$ cat src/rtl/sprite_capture.sv
// sprite_capture: samples a serial 1-bit pixel stream inside a 16-pixel window
// and packs each scanline into two bytes for a 32x8 sprite RAM, using the same
// layout the sprite renderer reads back (row r: {r,0}=pixels 0..7, {r,1}=8..15).
module sprite_capture #(
  parameter int HEIGHT      = 16,   // rows captured per frame, 1..16
  parameter int PIXEL_DELAY = 1,    // cycles between hstart and first sample, 0..7
  parameter bit INVERT      = 1'b0  // store inverted pixels
) (
  input  logic       clk,
  input  logic       reset,     // synchronous, active low
  input  logic       arm,
  input  logic       abort,
  input  logic       vstart,
  input  logic       load,
  input  logic       hstart,
  input  logic       hmirror,
  input  logic       vmirror,
  input  logic       gfx,
  output logic [4:0] ram_addr,
  output logic [7:0] ram_bits,
  output logic       ram_we,
  output logic       busy,
  output logic       done
);

  typedef enum logic [2:0] {
    IDLE, WAIT_VSTART, WAIT_LOAD, WAIT_HSTART, DELAY, SHIFT, STORE_LO, STORE_HI
  } state_t;

  localparam logic [3:0] LAST_ROW = 4'(HEIGHT - 1);
  // Only meaningful when PIXEL_DELAY > 0; the DELAY state is skipped otherwise.
  localparam logic [2:0] LAST_DLY = 3'(PIXEL_DELAY - 1);

  state_t      state_q, state_d;
  logic [3:0]  row_q, row_d;
  logic [3:0]  xcount_q, xcount_d;
  logic [2:0]  dcount_q, dcount_d;
  logic        hmir_q, hmir_d;
  logic        vmir_q, vmir_d;
  logic [15:0] rowbuf_q, rowbuf_d;
  logic [4:0]  ram_addr_q, ram_addr_d;
  logic [7:0]  ram_bits_q, ram_bits_d;
  logic        ram_we_q, ram_we_d;
  logic        busy_q, busy_d;
  logic        done_q, done_d;
  logic [3:0]  bit_idx_s;
  logic [3:0]  row_eff_s;

  // Mirrored pixel bit position and mirrored RAM row for the current sample/store.
  always_comb begin
    bit_idx_s = hmir_q ? ~xcount_q : xcount_q;
    row_eff_s = vmir_q ? ~row_q : row_q;
  end

  // Next-state and registered-output logic; abort overrides everything else.
  always_comb begin
    state_d    = state_q;
    row_d      = row_q;
    xcount_d   = xcount_q;
    dcount_d   = dcount_q;
    hmir_d     = hmir_q;
    vmir_d     = vmir_q;
    rowbuf_d   = rowbuf_q;
    ram_addr_d = ram_addr_q;
    ram_bits_d = ram_bits_q;
    ram_we_d   = 1'b0;
    done_d     = 1'b0;
    if (abort) begin
      state_d = IDLE;
    end else begin
      case (state_q)
        IDLE: begin
          if (arm) begin
            state_d = WAIT_VSTART;
            row_d   = 4'd0;
          end else begin
            state_d = IDLE;
          end
        end
        WAIT_VSTART: begin
          if (vstart) begin
            hmir_d  = hmirror;
            vmir_d  = vmirror;
            state_d = WAIT_LOAD;
          end else begin
            state_d = WAIT_VSTART;
          end
        end
        WAIT_LOAD: begin
          if (load) begin
            state_d = WAIT_HSTART;
          end else begin
            state_d = WAIT_LOAD;
          end
        end
        WAIT_HSTART: begin
          if (hstart) begin
            xcount_d = 4'd0;
            dcount_d = 3'd0;
            state_d  = (PIXEL_DELAY == 0) ? SHIFT : DELAY;
          end else begin
            state_d = WAIT_HSTART;
          end
        end
        DELAY: begin
          if (dcount_q == LAST_DLY) begin
            state_d = SHIFT;
          end else begin
            dcount_d = dcount_q + 3'd1;
          end
        end
        SHIFT: begin
          rowbuf_d[bit_idx_s] = gfx ^ INVERT;
          xcount_d = xcount_q + 4'd1;  // wraps 15 -> 0 on the last pixel
          if (xcount_q == 4'd15) begin
            state_d = STORE_LO;
          end else begin
            state_d = SHIFT;
          end
        end
        STORE_LO: begin
          ram_we_d   = 1'b1;
          ram_addr_d = {row_eff_s, 1'b0};
          ram_bits_d = rowbuf_q[7:0];
          state_d    = STORE_HI;
        end
        STORE_HI: begin
          ram_we_d   = 1'b1;
          ram_addr_d = {row_eff_s, 1'b1};
          ram_bits_d = rowbuf_q[15:8];
          if (row_q == LAST_ROW) begin
            done_d  = 1'b1;
            state_d = IDLE;
          end else begin
            row_d   = row_q + 4'd1;
            state_d = WAIT_LOAD;
          end
        end
        default: begin
          state_d = IDLE;
        end
      endcase
    end
    busy_d = (state_d != IDLE);
  end

  // State and output registers with synchronous active-low reset.
  always_ff @(posedge clk) begin
    if (!reset) begin
      state_q    <= IDLE;
      row_q      <= 4'd0;
      xcount_q   <= 4'd0;
      dcount_q   <= 3'd0;
      hmir_q     <= 1'b0;
      vmir_q     <= 1'b0;
      rowbuf_q   <= 16'd0;
      ram_addr_q <= 5'd0;
      ram_bits_q <= 8'd0;
      ram_we_q   <= 1'b0;
      busy_q     <= 1'b0;
      done_q     <= 1'b0;
    end else begin
      state_q    <= state_d;
      row_q      <= row_d;
      xcount_q   <= xcount_d;
      dcount_q   <= dcount_d;
      hmir_q     <= hmir_d;
      vmir_q     <= vmir_d;
      rowbuf_q   <= rowbuf_d;
      ram_addr_q <= ram_addr_d;
      ram_bits_q <= ram_bits_d;
      ram_we_q   <= ram_we_d;
      busy_q     <= busy_d;
      done_q     <= done_d;
    end
  end

  assign ram_addr = ram_addr_q;
  assign ram_bits = ram_bits_q;
  assign ram_we   = ram_we_q;
  assign busy     = busy_q;
  assign done     = done_q;

endmodule
$ cat config.mk
export PLATFORM = sky130hd
export DESIGN_NAME = sprite_capture
export DESIGN_NICKNAME = d
export VERILOG_FILES = /design/src/rtl/sprite_capture.sv
export SDC_FILE = /design/constraint.sdc
export NUM_CORES = 1
export LEC_CHECK = 0
export BUFFER_PORTS_ARGS = -buffer_cell sky130_fd_sc_hd__buf_4
export CORE_ASPECT_RATIO = 1.75
export CORE_MARGIN = 2
export CORE_UTILIZATION = 46
export DETAILED_ROUTE_END_ITERATION = 8
export PLACE_DENSITY = 0.71
export SYNTH_ARGS = -nofsm -noshare
export SYNTH_HDL_FRONTEND = slang
export SYNTH_SLANG_ARGS = --single-unit
$ cat constraint.sdc
create_clock -name clk -period 2.15 [get_ports clk]
set_input_delay 0.215 -clock clk [delete_from_list [all_inputs] [get_ports clk]]
set_output_delay 0.215 -clock clk [all_outputs]
set_load 0.05 [all_outputs]
* Yosys cells after proc, flatten, opt, wreduce, memory -nomap -nowiden
Index checks and enable logic that the tools add are counted.
Storage, ports and cells: register bits after elaboration 48, output and inout bits 16, word-level logic and storage cells 78
Operators by class: add/sub/neg operators 3, order comparisons 2, eq/ne operators 13, multiplexer cells 26, bitwise logic cells 5, reductions and logical operators 17
Operators by type and width (number):
- $pmux 3 s8 | 1
- $mux 4 | 5
- $bwmux 16 | 1
- $pmux 4 s2 | 2
- $pmux 8 s2 | 1
- $mux 3 | 5
- $eq 3x3->1 const B | 4
- $pmux 5 s2 | 1
- $add 4x1->4 const B | 2
- $eq 4x4->1 const B | 2
- $ne 2x2->1 const B | 4
- $not 4->4 | 2
- $reduce_and 4->1 | 2
- $reduce_bool 2->1 | 4
- $eq 3x2->1 const B | 2
- $logic_not 3->1 | 2
- $mux 2 | 3
- $pmux 3 s2 | 1
- $reduce_and 3->1 | 2
- $lt 4x5->1 const B | 1
- $mux 1 | 5
- $demux 1 s4 | 1
- $ge 4x1->1 const B | 1
- $reduce_and 2->1 | 2
- 7 further kinds | 10

* Logic depth before layout (Yosys ltp)
depth in word-level cells 7, gate-level depth with buffers 7, gate-level depth less buffers 5

* Worst setup path after synthesis
No wires, ideal clock.
path type flip-flop to flip-flop, start point register dcount_q[0], end point register busy_q, in the netlist busy, data arrival time 1.406 ns, path slack 0.617 ns, cell stages (with the launch flop) 6, buffers on the path 0, period minus slack after synthesis 1.533 ns, path through dfxtp_1 inv_1 ha_1 and3_1 o311a_1 or3_1
On the way: cells in the longest elaborated chain, start to end 5
RTL lines:
- start: declaration | RTL line 37 | logic [2:0] dcount_q, dcount_d;
- start signal: assignment | RTL line 166 | dcount_q <= dcount_d;
- $logic_not 3->1 | RTL line 106 | if (dcount_q == LAST_DLY) begin
- $mux 3 | RTL line 106
- $pmux 3 s8 | RTL line 71 | case (state_q)
- $mux 3 | RTL line 68 | if (abort) begin
- $reduce_bool 3->1 | RTL line 144 | busy_d = (state_d != IDLE);
- end signal: assignment | RTL line 173 | busy_q <= busy_d;
- end: declaration | RTL line 44 | logic busy_q, busy_d;
No other way between the ends. A chain may end at the register's enable or synchronous reset.

* Worst setup path after layout
start point register state_q[1], end point register busy_q, in the netlist busy
On the way: cells in the longest elaborated chain, start to end 4, elaborated cells on any way between the ends 12, those cells by class eq/ne: 7; mux: 3; reduce/logical: 2
RTL lines:
- start: declaration | RTL line 34 | state_t state_q, state_d;
- start signal: assignment | RTL line 163 | state_q <= state_d;
- $eq 3x3->1 (tied with other cells) | RTL line 71
- $pmux 3 s8 * | RTL line 71
- $mux 3 * | RTL line 68
- $reduce_bool 3->1 * | RTL line 144
Mark *: on every way between the ends. The rest lies on a longest branch, timed or not.

==> impl_results.md <==
* Area delta synth->final at 11.8%
* Part of the power in the clock network at 0.409
* Clk_lat worst skew at 0.30 ns
* Most common cell in the netlist: dfxtp_1
* Tightest slew margin relative to the limit at 0.614
* H-Tree Depth at 2
* Net Sw Frac at 0.224
* Final WL at around 5.0 mm
* Vias in the first global route at 1996
* Synth top area cells: dfxtp_1, a21boi_1, o21ai_0, mux2i_1, o211a_1
* Mapped Nets at between 300 and 400
* Peak supply drop at just under 0.4 mV
* NetSw at between 0.3 and 0.4 mW
* Combinational cell fraction of total power at 0.044
* Antenna cell count at 0
* Number of distinct library cells after synthesis at 58
* Most used flip-flop cell after synthesis: dfxtp_1
* Routed vias at about 2000
* Maximum number of pins on one net before global-route repair at 46
* Worst min-delay path category: primary input to flop
* Area leader, netlist: dfxtp_1
* Total DRC errors in the routed layout at 0
* Number of instances in the synthesized netlist at around 290
* Die Height at about 100 µm
* Layout cell share with drive strength beyond 1 at 0.170
* Endpoints failing setup at 0
* Sequential-to-total area share from yosys stat at 0.378
* TritonCTS clock tree: done
* Number of pins with negative max-slew slack in the final report at 0
* Number of hold violations in the final report at 0
* Share of flip-flops with an asynchronous set or reset after synthesis at 0
* Post-CTS Hold Buffers at 0
* Leading cell types by count after synthesis: dfxtp_1, o21ai_0, nand3_1
* Skew final at roughly 0.0062 ns
* Initial core utilization at 0.480
* Global-route congestion overflow total at 0
* Crit Path Class: flop to flop
* Postcts setup bufs at 0
* Warning count from the yosys run at 0
* Startpoint Class: flop
* RSZ-0062 raised after global routing: false
* Int Power at about 1.3 mW
* Average routed wire per standard cell at 13.4 µm
* Detailed-route vias per instance at 5.50
* Part of the total power dissipated in sequential elements at 0.547
* Die extent in x at roughly 60 µm
* Fin Setup TNS at 0 ns
* Seq cells post-synth at 48
* All-layer global routing usage at 0.186
* Crit. End Element: flop
* Antenna violations before repair at 0
* Synthesized area divided by synthesized cell count at approximately 9 µm²
* Highest achievable clock rate at approximately 0.53 GHz
* Resized Gates After CTS at 0
* Final Cycle Share at 0.884
* Area of the core region at ~0.0053 mm²
* Detailed Routing Iterations Pass 1 at 4
* Remaining number of nets flagged by the antenna check after routing at 0
* Maximum capacitance violations at 0
* Io pins at 26
* Status: complete, no violations
* Clock tree root driver cell: clkbuf_8
* Top-area cell type share of the netlist area at 0.378
* Power per cell area at 577 mW/mm²
* Reported leakage power at around 1.2 nW
* Final weighted congestion of routability-driven global placement at roughly 0.8
* DRC marker count from the first detailed-route iteration at 68
* Core Util, Final at 0.536
* Global-route wire length before repair at just under 9 mm
* Count of input and output buffers at 25
* Post-layout net count at about 310
* Die footprint at 0.00616 mm²
* Clock-pin transition on the worst setup and hold timing paths at approximately 0.09 ns
* Slew at the pin with the worst max-slew slack at about 0.58 ns
* HPWL reported at the end of detailed placement at 3.66 mm
* Biggest fanout along the worst timing path at 18
* Number of synthesized flops with an enable pin at 0
* CTS buffer count at 5
* Number of rows created at floorplan at 35
* Final critical delay including setup and external delays at 1.90 ns
* Maximum clock path buffer count at 2
* Netlist area before placement at 0.00254 mm²
* Clk sink count at 48
* Required time reported for the critical path endpoint at roughly 2.3 ns
* Arr. time, crit path at 2.09 ns
==> registers in the layout (all words and copies together) (netlist names) <==
name and cells:
dcount_q 3, done 1, xcount_q 4, ram_we 1
row_q 4, vmir_q 1, ram_addr 5, ram_bits 8
busy 1, hmir_q 1, state_q 3, rowbuf_q 16
==> kinds of logic after synthesis <==
| family | synth area share |
|---|---|
| simple gates | 0.249 |
| compound gates | 0.239 |
| flops | 0.378 |
| buf+inv | 0.0492 |
| mux | 0.0517 |
| xor+xnor | 0.0138 |
| fa+ha+maj | 0.0197 |
==> metal layers <==
layer | share of wire | vias to the layer above | global-route usage
li1 | - | 1066 | -
met1 | 0.43 | 956 | 0.222
met2 | 0.52 | 24 | 0.324
met3 | 0.017 | 10 | 0.0228
met4 | 0.026 | 0 | 0.0786
met5 | 0 | - | 0
==> path summary, 6_finish.rpt <==
check / start / to / slack [ns] / depth (start not counted)
max reg2reg: state_q[1] / busy / 0.25 / 4
min: vmirror / vmir_q / 0.17 / 3
max: state_q[1] / busy / 0.25 / 4
min reg2reg: rowbuf_q[10] / rowbuf_q[10] / 0.48 / 2
==> cell type report <==
class / instances / area (µm²)
fill: 524 / 2460
multi-input combinational: 213 / 1460
sequential: 48 / 961
timing repair buffer: 27 / 203
tap: 74 / 92.6
clock buffer: 5 / 68.8
clock inverter: 3 / 46.3
inverter: 4 / 15.0
==> through the flow <==
step | cells | worst slack, ns | total power, mW | hold slack (ns) | area (µm²)
3_5_place_dp | 366 | 0.301 | 0.990 | 0.468 | 2730
4_1_cts | 374 | 0.284 | 1.66 | 0.163 | 2840
6_report | 374 | 0.249 | 1.64 | 0.165 | 2840
3_3_place_gp | 366 | 0.356 | 0.990 | 0.459 | 2730
5_1_grt | 374 | 0.0670 | 1.70 | 0.205 | 2840
2_1_floorplan | 287 | 0.617 | 0.967 | 0.381 | 2540
==> power by group through the flow <==
stage | logic [mW] | registers (mW) | clock network, mW
after floorplan | 0.0497 | 0.917 | 0
after global placement | 0.0721 | 0.918 | 0
after detailed placement | 0.0725 | 0.918 | 0
after CTS | 0.0728 | 0.897 | 0.693
after global routing | 0.0796 | 0.898 | 0.721
final | 0.0722 | 0.897 | 0.671
==> worst max-delay path, cell delays in order (launching register included) <==
cell      delay, ns
dfxtp_1        0.70
nor4b_1        0.31
a221oi_1       0.08
o311a_1        0.34
or3_1          0.36
==> layout by cell type (no fill, tap or decap), types with 5 or more instances in the layout <==
cell      count
buf_4        27
clkbuf_8      5
nor3b_1       6
nor2b_1       8
nand2_1      18
nor3_1        5
nand3_1      21
o211a_1      12
o21ai_0      25
a21boi_1     18
mux2i_1      12
and3_1        5
dfxtp_1      48
nor2_1        8
and3b_1       6
No activity file was read; power rests on OpenSTA's default activity.
